### config.mk
export PLATFORM = sky130hd
export DESIGN_NAME = booth_product_accumulator
export DESIGN_NICKNAME = d
export VERILOG_FILES = /design/src/rtl/booth_pkg.sv /design/src/rtl/booth_product_accumulator_acc_add_sat.sv /design/src/rtl/booth_product_accumulator.sv
export SDC_FILE = /design/constraint.sdc
export NUM_CORES = 1
export LEC_CHECK = 0
export ABC_AREA = 1
export BUFFER_PORTS_ARGS = -buffer_cell sky130_fd_sc_hd__buf_2
export CORE_ASPECT_RATIO = 0.75
export CORE_MARGIN = 5
export CORE_UTILIZATION = 40
export DETAILED_ROUTE_END_ITERATION = 16
export GPL_TIMING_DRIVEN = 0
export PLACE_DENSITY = 0.57
export SYNTH_ARGS = -nofsm -noshare
export SYNTH_HDL_FRONTEND = slang
export SYNTH_HIERARCHICAL = 1
export SYNTH_SLANG_ARGS = --single-unit
### constraint.sdc
create_clock -name clk -period 2 [get_ports clk]
set_input_delay 0.1 -clock clk [delete_from_list [all_inputs] [get_ports clk]]
set_output_delay 0.1 -clock clk [all_outputs]
set_load 0.005 [all_outputs]
### src/rtl/booth_pkg.sv
// Shared types and helpers for the Booth product accumulator slice.
package booth_pkg;

  localparam int PROD_W_DEF = 8;
  localparam int ACC_W_DEF  = 16;
  localparam int SEXT_MAX   = 64;

  typedef enum logic {
    ACCUM,
    OUTPUT
  } acc_state_e;

  // Sign-extends the low pw bits of p; callers size-cast to ACC_W+1.
  function automatic logic [SEXT_MAX-1:0] sext_prod(
    input logic [SEXT_MAX-1:0] p,
    input int                  pw
  );
    logic [SEXT_MAX-1:0] r;
    for (int i = 0; i < SEXT_MAX; i++) begin
      r[i] = (i < pw) ? p[i] : p[pw-1];
    end
    return r;
  endfunction

endpackage

### src/rtl/booth_product_accumulator_acc_add_sat.sv
// Accumulator adder with overflow detect.
// ACC_SATURATE_EN: clamp on overflow instead of wrapping.
module acc_add_sat
  import booth_pkg::*;
#(
  parameter int PROD_W = PROD_W_DEF,
  parameter int ACC_W  = ACC_W_DEF
) (
  input  logic [ACC_W-1:0]  acc,
  input  logic [PROD_W-1:0] prod,
  output logic [ACC_W-1:0]  acc_next,
  output logic              ovf_now
);

  logic [ACC_W:0] pext;
  logic [ACC_W:0] acc_x;
  logic [ACC_W:0] sum_x;

  always_comb begin
    pext    = (ACC_W+1)'(sext_prod(SEXT_MAX'(prod), PROD_W));
    acc_x   = {acc[ACC_W-1], acc};
    sum_x   = acc_x + pext;
    ovf_now = sum_x[ACC_W] ^ sum_x[ACC_W-1];
`ifdef ACC_SATURATE_EN
    // Bit ACC_W carries the sign of the true result.
    if (ovf_now) begin
      acc_next = sum_x[ACC_W] ? {1'b1, {(ACC_W-1){1'b0}}}
                              : {1'b0, {(ACC_W-1){1'b1}}};
    end else begin
      acc_next = sum_x[ACC_W-1:0];
    end
`else
    acc_next = sum_x[ACC_W-1:0];
`endif
  end

endmodule

### src/rtl/booth_product_accumulator.sv
// Block accumulator of signed Booth products with valid/ready output.
// ACC_SATURATE_EN selects clamping in acc_add_sat.
module booth_product_accumulator
  import booth_pkg::*;
#(
  parameter int PROD_W    = PROD_W_DEF,
  parameter int ACC_W     = ACC_W_DEF,
  parameter int BLOCK_LEN = 4
) (
  input  logic              clk,
  input  logic              rst,
  input  logic              clear,
  input  logic              prod_valid,
  output logic              prod_ready,
  input  logic [PROD_W-1:0] prod,
  output logic              sum_valid,
  input  logic              sum_ready,
  output logic [ACC_W-1:0]  sum,
  output logic              sum_ovf
);

  localparam int CNT_W = $clog2(BLOCK_LEN + 1);
  localparam logic [CNT_W-1:0] LAST = CNT_W'(BLOCK_LEN - 1);

  acc_state_e       state_q, state_d;
  logic [ACC_W-1:0] acc_q, acc_d;
  logic [CNT_W-1:0] cnt_q, cnt_d;
  logic             ovf_q, ovf_d;
  logic [ACC_W-1:0] sum_q, sum_d;
  logic             sum_valid_q, sum_valid_d;
  logic             sum_ovf_q, sum_ovf_d;

  logic [ACC_W-1:0] add_res;
  logic             ovf_now;

  acc_add_sat #(
    .PROD_W (PROD_W),
    .ACC_W  (ACC_W)
  ) u_add (
    .acc      (acc_q),
    .prod     (prod),
    .acc_next (add_res),
    .ovf_now  (ovf_now)
  );

  assign prod_ready = (state_q == ACCUM);
  assign sum_valid  = sum_valid_q;
  assign sum        = sum_q;
  assign sum_ovf    = sum_ovf_q;

  always_comb begin
    state_d     = state_q;
    acc_d       = acc_q;
    cnt_d       = cnt_q;
    ovf_d       = ovf_q;
    sum_d       = sum_q;
    sum_valid_d = sum_valid_q;
    sum_ovf_d   = sum_ovf_q;
    if (clear) begin
      state_d     = ACCUM;
      acc_d       = '0;
      cnt_d       = '0;
      ovf_d       = 1'b0;
      sum_valid_d = 1'b0;
    end else begin
      unique case (state_q)
        ACCUM: begin
          if (prod_valid) begin
            if (cnt_q == LAST) begin
              sum_d       = add_res;
              sum_ovf_d   = ovf_q | ovf_now;
              sum_valid_d = 1'b1;
              acc_d       = '0;
              cnt_d       = '0;
              ovf_d       = 1'b0;
              state_d     = OUTPUT;
            end else begin
              acc_d = add_res;
              cnt_d = cnt_q + CNT_W'(1);
              ovf_d = ovf_q | ovf_now;
            end
          end
        end
        OUTPUT: begin
          if (sum_ready) begin
            sum_valid_d = 1'b0;
            state_d     = ACCUM;
          end
        end
      endcase
    end
  end

  always_ff @(posedge clk or posedge rst) begin
    if (rst) begin
      state_q     <= ACCUM;
      acc_q       <= '0;
      cnt_q       <= '0;
      ovf_q       <= 1'b0;
      sum_q       <= '0;
      sum_valid_q <= 1'b0;
      sum_ovf_q   <= 1'b0;
    end else begin
      state_q     <= state_d;
      acc_q       <= acc_d;
      cnt_q       <= cnt_d;
      ovf_q       <= ovf_d;
      sum_q       <= sum_d;
      sum_valid_q <= sum_valid_d;
      sum_ovf_q   <= sum_ovf_d;
    end
  end

endmodule

==> results_dict.tcl, run 1 <==
set metrics [dict create \
    drtAntennaViolNets 0 \
    synth_seq_cells 39 \
    crit_path_end_kind "register" \
    path_cells "ha_4, fa_2, nand2_2, nand2_2, nand3_2, nand2_4, buf_4, inv_2, o21bai_2, xor2_1, nand4_1, nand2_1" \
    area_delta_synth_final_pct 21.3 \
    clockBufferDepth 2 \
    synth_cell_types 27 \
    die_h_um 80.7 \
    first_global_vias 2352 \
    fin_cells 480 \
    setup_viol 0 \
    cts_made_buffers 5 \
    synth_largest_area_cell "dfrtp_1" \
    cp_max_fo 3 \
    vdd_drop_max_uv 407 \
    path_class "reg2reg" \
    dieWidth_um 104 \
    cts_tree "done" \
    required_ns 2.24 \
    multiInputGateArea_mm2 0.00166 \
    skew_ns 0.00253 \
    crit_family "adder cells" \
    max_stage_delay_ns 0.42 \
    synth_top_area_share_pct 36.7 \
    syn_area_per_cell_um2 7.44 \
    min_path_type "in2reg" \
    cts.sinks 39 \
    ys_warn_count 6 \
    dr.pass1.iters 4 \
    yosysMostFrequentCell "nand2_1" \
    routedWlPerCell_um 14.4 \
    fmaxAchievable_ghz 0.513 \
    dpl.cell_count 469 \
    viasPerCell 4.95 \
    crit_top_cell "nand2_2" \
    dieArea_mm2 0.00841 \
    hpwl_um 5060 \
    slew_headroom_pct 45.1 \
    power.density_mw_per_mm2 817 \
    synth_commonest_cells "nand2_1 (142), dfrtp_1 (39), nand4_1 (38)" \
    core-area_mm2 0.00638 \
    finish.utilization_pct 50.6 \
    antenna_found_initial 0 \
    hold_violations 0 \
    synth.yosys.seq_area_share_pct 36.7 \
    n_fill_cell 632 \
    final_layout_size_suffix_gt1_share_pct 25.3 \
    ys.flop_type "dfrtp_1" \
    insertion_delay_ns 0.29 \
    rsz0062_at_grt "yes" \
    gp_congestion 0.824 \
    arrival_ns 2.18 \
    core.rowCount 25 \
    cts-root-buf "clkbuf_8" \
    synth_fp_nets 389 \
    maxCapViolations 0 \
    synthArstFlopShare_pct 100 \
    seqCellArea_um2 976 \
    grt_util_all_layers_pct 17.2 \
    fin_crit_ns 1.95 \
    outcome "finished clean" \
    worstMarginPinSlew_ns 0.822 \
    syn_area_mm2 0.00266 \
    drcViolationCount 0 \
    postSynthCellCount 358 \
    yosys-top-cells-area "dfrtp_1 (37%), nand2_1 (20%), nand4_1 (8.9%)" \
    path_clk_slew_ns 0.08 \
    drtIter0Drc 98 \
    start_kind "register" \
    ioPinCount 32 \
    io_buffers 30 \
    grt_max_degree 40 \
    slew_viol_final 0 \
    grt_overflow 0 \
    critPathSlowestCell "dfrtp_1" \
    grt_first_pass_wirelength_um 11700 \
    finalNetCount 429 \
    crit_buf_inv 2 \
    antenna_cells 0 \
    finalWirelength_um 6900 \
    initial_core_util_pct 41.7 \
    p_leak_nw 1.79 \
    synth_edf_count 0 \
    cts_max_level 2 \
    vias 2378 \
    final.period_utilization_pct 97.4 \
]
[per-stage QoR]
step	setup WS (ns)	instance area [um2]	hold slack, ns	power (mW)	TNS (ns)
2_1_floorplan	0.103	2660	0.257	1.64	0
6_report	0.0522	3230	0.0460	2.64	0
3_3_place_gp	-0.142	2910	0.360	1.90	-0.262
5_1_grt	-0.0766	3230	0.0967	2.85	-0.259
3_5_place_dp	-0.168	2910	0.320	1.92	-0.317
4_1_cts	-0.0371	3070	0.0437	2.55	-0.0543
[flip-flops by register name, indices dropped and copies added, names as in the netlist]
signal,cells
acc_q,16
cnt_q,3
sum_ovf,1
ovf_q,1
state_q,1
sum,16
sum_valid,1
[final timing paths]
| path | startpoint | endpoint | slack [ns] | cells after the start |
|---|---|---|---|---|
| min in group asynchronous | rst | sum_valid | 0.51 | 3 |
| min | sum_ready | state_q | 0.05 | 4 |
| min reg2reg | sum[15] | sum[15] | 0.47 | 2 |
| max reg2reg | acc_q[0] | acc_q[12] | 0.05 | 12 |
| max in group asynchronous | rst | acc_q[3] | 0.96 | 3 |
| max | acc_q[0] | acc_q[12] | 0.05 | 12 |
[area by class of cell]
cell class                      count  area share [%]
Timing Repair Buffer               33            5.42
Tap cell                           81            3.14
Multi-Input combinational cell    270            51.4
Clock buffer                        8            3.10
Sequential cell                    39            30.2
Buffer                             12            2.44
Inverter                           37            4.30
[worst register-to-register path, delay by kind of cell, from the launching register on]
kind | cells | cell delay [ns]
AND/OR/NAND/NOR | 6 | 0.48
AO/OA/AOI/OAI | 1 | 0.06
flip-flops | 1 | 0.42
XOR/XNOR | 1 | 0.19
adder cells (fa/ha/maj) | 2 | 0.53
buffers and inverters | 2 | 0.22
[where the power goes]
group          total (mW)  internal (mW)  switching, mW  leakage (nW)
sequential           1.01          0.921         0.0900         0.525
clock               0.592          0.315          0.277        0.0515
combinational        1.03          0.416          0.619          1.21
[placed cells by master (no fill, tap or decap)]
cell           instances
inv_1                 29
nor3_4                 1
and2_1                 2
ha_1                   5
nand2_1              134
buf_4                  6
ha_2                   2
or2_1                  2
nor3_2                 1
a21oi_2                5
dlygate4sd3_1          1
nand3_4                1
o21bai_2               2
clkbuf_8               7
buf_6                  2
inv_2                  8
nor2_2                 1
nand3_2                1
a21oi_1                5
nor3_1                 2
fa_2                   1
xor2_2                 1
nor2_4                 3
buf_2                 33
clkbuf_1               4
xor2_1                10
o21bai_1               1
ha_4                  10
nand2_4                2
nand3_1               11
nand2_2               14
nor2_1                15
dfrtp_1               39
nand4_1               38
[metal layers]
metal	up-vias	global-route usage (%)	part of all wire, %
met2	40	26.7	45
met4	0	4.14	0.48
li1	1252	-	-
met1	1082	24.6	51
met3	4	3.61	3.2
met5	-	0	0
[what timing repair did]
action | CTS | global route
setup buffers | 2 | 0
hold endpoints to repair | 5 | 0
endpoints found under the setup margin | 2 | 16
hold buffers | 1 | 0
resized for setup | 7 | 28
pin swaps | 7 | 11
[kinds of logic after synthesis]
group / share of synthesized area (%)
AND/OR/NAND/NOR: 39.7
flip-flops: 36.7
buffers and inverters: 8.18
AO/OA/AOI/OAI: 3.15
adder cells (fa/ha/maj): 8.74
XOR/XNOR: 3.62
Note: power is estimated with default switching activity, not from simulation.
==> run 2, diff against run 1 <==
--- a/config.mk
+++ b/config.mk
@@ -5,7 +5,6 @@
 export SDC_FILE = /design/constraint.sdc
 export NUM_CORES = 1
 export LEC_CHECK = 0
-export ABC_AREA = 1
 export BUFFER_PORTS_ARGS = -buffer_cell sky130_fd_sc_hd__buf_2
 export CORE_ASPECT_RATIO = 0.75
 export CORE_MARGIN = 5
==> results_dict.tcl, run 2 <==
set metrics [dict create \
    synth_top_area_share_pct 43.6 \
    dieArea_mm2 0.00720 \
    synth.yosys.seq_area_share_pct 43.6 \
    yosysMostFrequentCell "dfrtp_1" \
    vdd_drop_max_uv 382 \
    required_ns 2.19 \
    syn_area_mm2 0.00224 \
    crit_path_end_kind "register" \
    gp_congestion 0.770 \
    skew_ns 0.00838 \
    antenna_cells 0 \
    drtAntennaViolNets 0 \
    violations "negative setup slack" \
    finish.utilization_pct 52.8 \
    synth_edf_count 0 \
    dieWidth_um 96.3 \
    dpl.cell_count 290 \
    ys.flop_type "dfrtp_1" \
    outcome "finished with violations" \
    cts-root-buf "clkbuf_8" \
    fmaxAchievable_ghz 0.403 \
    hp-start "clear" \
    vias 1602 \
    cts_tree "done" \
    worstMarginPinSlew_ns 0.825 \
    finalWirelength_um 4770 \
    slew_headroom_pct 44.9 \
    r2r.worst_path.cells 10 \
    power.density_mw_per_mm2 881 \
    hpwl_um 3160 \
    hold_violations 0 \
    combPwrFrac_pct 38.2 \
    io_buffers 31 \
    maxCapViolations 0 \
    ys_warn_count 6 \
    setup_viol 20 \
    cp_max_fo 2 \
    yosys-top-cells-area "dfrtp_1 (44%), ha_1 (9.5%), a22o_1 (7.1%)" \
    switchingPower_mw 0.818 \
    synth_largest_area_cell "dfrtp_1" \
    first_global_vias 1630 \
    setup_ws_ns -0.482 \
    postSynthCellCount 184 \
    layout.cells.most_common "dfrtp_1" \
    seqPwrFrac_pct 40.4 \
    grt_util_all_layers_pct 14.8 \
    synth_seq_cells 39 \
    final.period_utilization_pct 124 \
    p_leak_nw 1.42 \
    area_delta_synth_final_pct 27.1 \
    core.rowCount 23 \
    min_path_type "in2reg" \
    slew_viol_final 0 \
    fin_crit_ns 2.48 \
    final_cell_mix "dfrtp_1 (39), buf_2 (33), a22o_1 (18)" \
    clockBufferDepth 2 \
    power_frac_clock_pct 21.5 \
    final_layout_size_suffix_gt1_share_pct 45.4 \
    r2r-start "acc_q[0]" \
    tns_ns -4.69 \
    cts_max_level 2 \
    die_h_um 74.8 \
    cts.sinks 39 \
    syn_area_per_cell_um2 12.2 \
    path_class "reg2reg" \
    synth_fp_nets 215 \
    initial_core_util_pct 41.5 \
    arrival_ns 2.67 \
    path_clk_slew_ns 0.08 \
    insertion_delay_ns 0.29 \
    viasPerCell 5.12 \
    p_int_mw 1.69 \
    synthArstFlopShare_pct 100 \
    p_total_mw 2.50 \
    setup.worst_path.start "acc_q[0]" \
    fin_cells 313 \
    rrSetupSlack_ns -0.48 \
    antenna_found_initial 0 \
    r2r_end "ovf_q" \
    grt_overflow 0 \
    drcViolationCount 0 \
    grt_first_pass_wirelength_um 8100 \
    switching_share_pct 32.7 \
    core-area_mm2 0.00538 \
    dr.pass1.iters 4 \
    synth_commonest_cells "dfrtp_1 (39), a22o_1 (18), ha_1 (17)" \
    rsz0062_at_grt "yes" \
    min_to "sum_valid" \
    holdPathStages 2 \
    ioPinCount 32 \
    cts_made_buffers 5 \
    finalNetCount 268 \
    routedWlPerCell_um 15.2 \
    synth_cell_types 45 \
    grt_max_degree 40 \
    drtIter0Drc 85 \
    start_kind "register" \
]
run 2: cells by family (layout without fill, tap and decap cells):
family | Yosys count | count (layout) | synth area share [%]
AO/OA/AOI/OAI | 58 | 58 | 20.9
adder cells (fa/ha/maj) | 18 | 18 | 10.4
multiplexers | 18 | 18 | 10.2
flip-flops | 39 | 39 | 43.6
buffers and inverters | 10 | 64 | 2.63
XOR/XNOR | 15 | 15 | 5.88
AND/OR/NAND/NOR | 26 | 26 | 6.38
run 2: repair_timing:
| action | 4_1_cts | 5_1_grt |
|---|---|---|
| buffers inserted | 7 | 6 |
| pin swaps | 12 | 7 |
| endpoints found under the setup margin | 18 | 21 |
| hold buffers | 2 | 0 |
| resized for setup | 11 | 13 |
| endpoints found under the hold margin | 22 | 0 |
run 2: final cells by class:
type | count | area, um2
Clock inverter | 3 | 20.0
Sequential cell | 39 | 976
Multi-Input combinational cell | 135 | 1340
Fill cell | 500 | 2540
Timing Repair Buffer | 46 | 288
Buffer | 5 | 40.0
Inverter | 5 | 18.8
Tap cell | 75 | 93.8
Clock buffer | 5 | 68.8
run 2: worst max-delay path, stage by stage (launching register included):
cell	delay (ns)
dfrtp_1	0.40
ha_2	0.19
fa_2	0.36
a211oi_2	0.25
o211ai_2	0.12
a311oi_2	0.32
a211oi_2	0.12
a211oi_2	0.17
xnor2_1	0.11
and3_1	0.16
o22a_1	0.17
run 2: worst max-delay path by stage:
stage	slack (ns)	cells past startpoint	endpoint
after global placement	-0.56	10	ovf_q
after floorplan	-0.33	10	ovf_q
final	-0.48	10	ovf_q
after global routing	-0.61	10	ovf_q
after detailed placement	-0.55	10	ovf_q
after CTS	-0.55	10	ovf_q
run 2: power by group through the flow:
stage	registers, mW	logic (mW)	clock network [mW]
finish	1.01	0.956	0.538
global route	1.03	1.06	0.597
CTS	1.01	0.889	0.562
detailed placement	1.02	0.816	0
global placement	1.02	0.810	0
floorplan	1.03	0.587	0
run 2: through the flow:
step                      instance area, um2  setup slack (ns)  hold WS [ns]
after floorplan                         2260            -0.329         0.160
after global placement                  2510            -0.565         0.304
after detailed placement                2510            -0.552         0.314
after CTS                               2730            -0.546       0.00893
after global routing                    2840            -0.605        0.0186
final                                   2840            -0.482        0.0181
run 2: metal layers:
metal | GRT usage [%] | routed length, um | vias up
met5 | 0 | 0 | -
met4 | 4.67 | 53 | 0
met3 | 3.70 | 174 | 5
met2 | 21.1 | 2040 | 26
met1 | 22.0 | 2500 | 769
li1 | - | - | 802
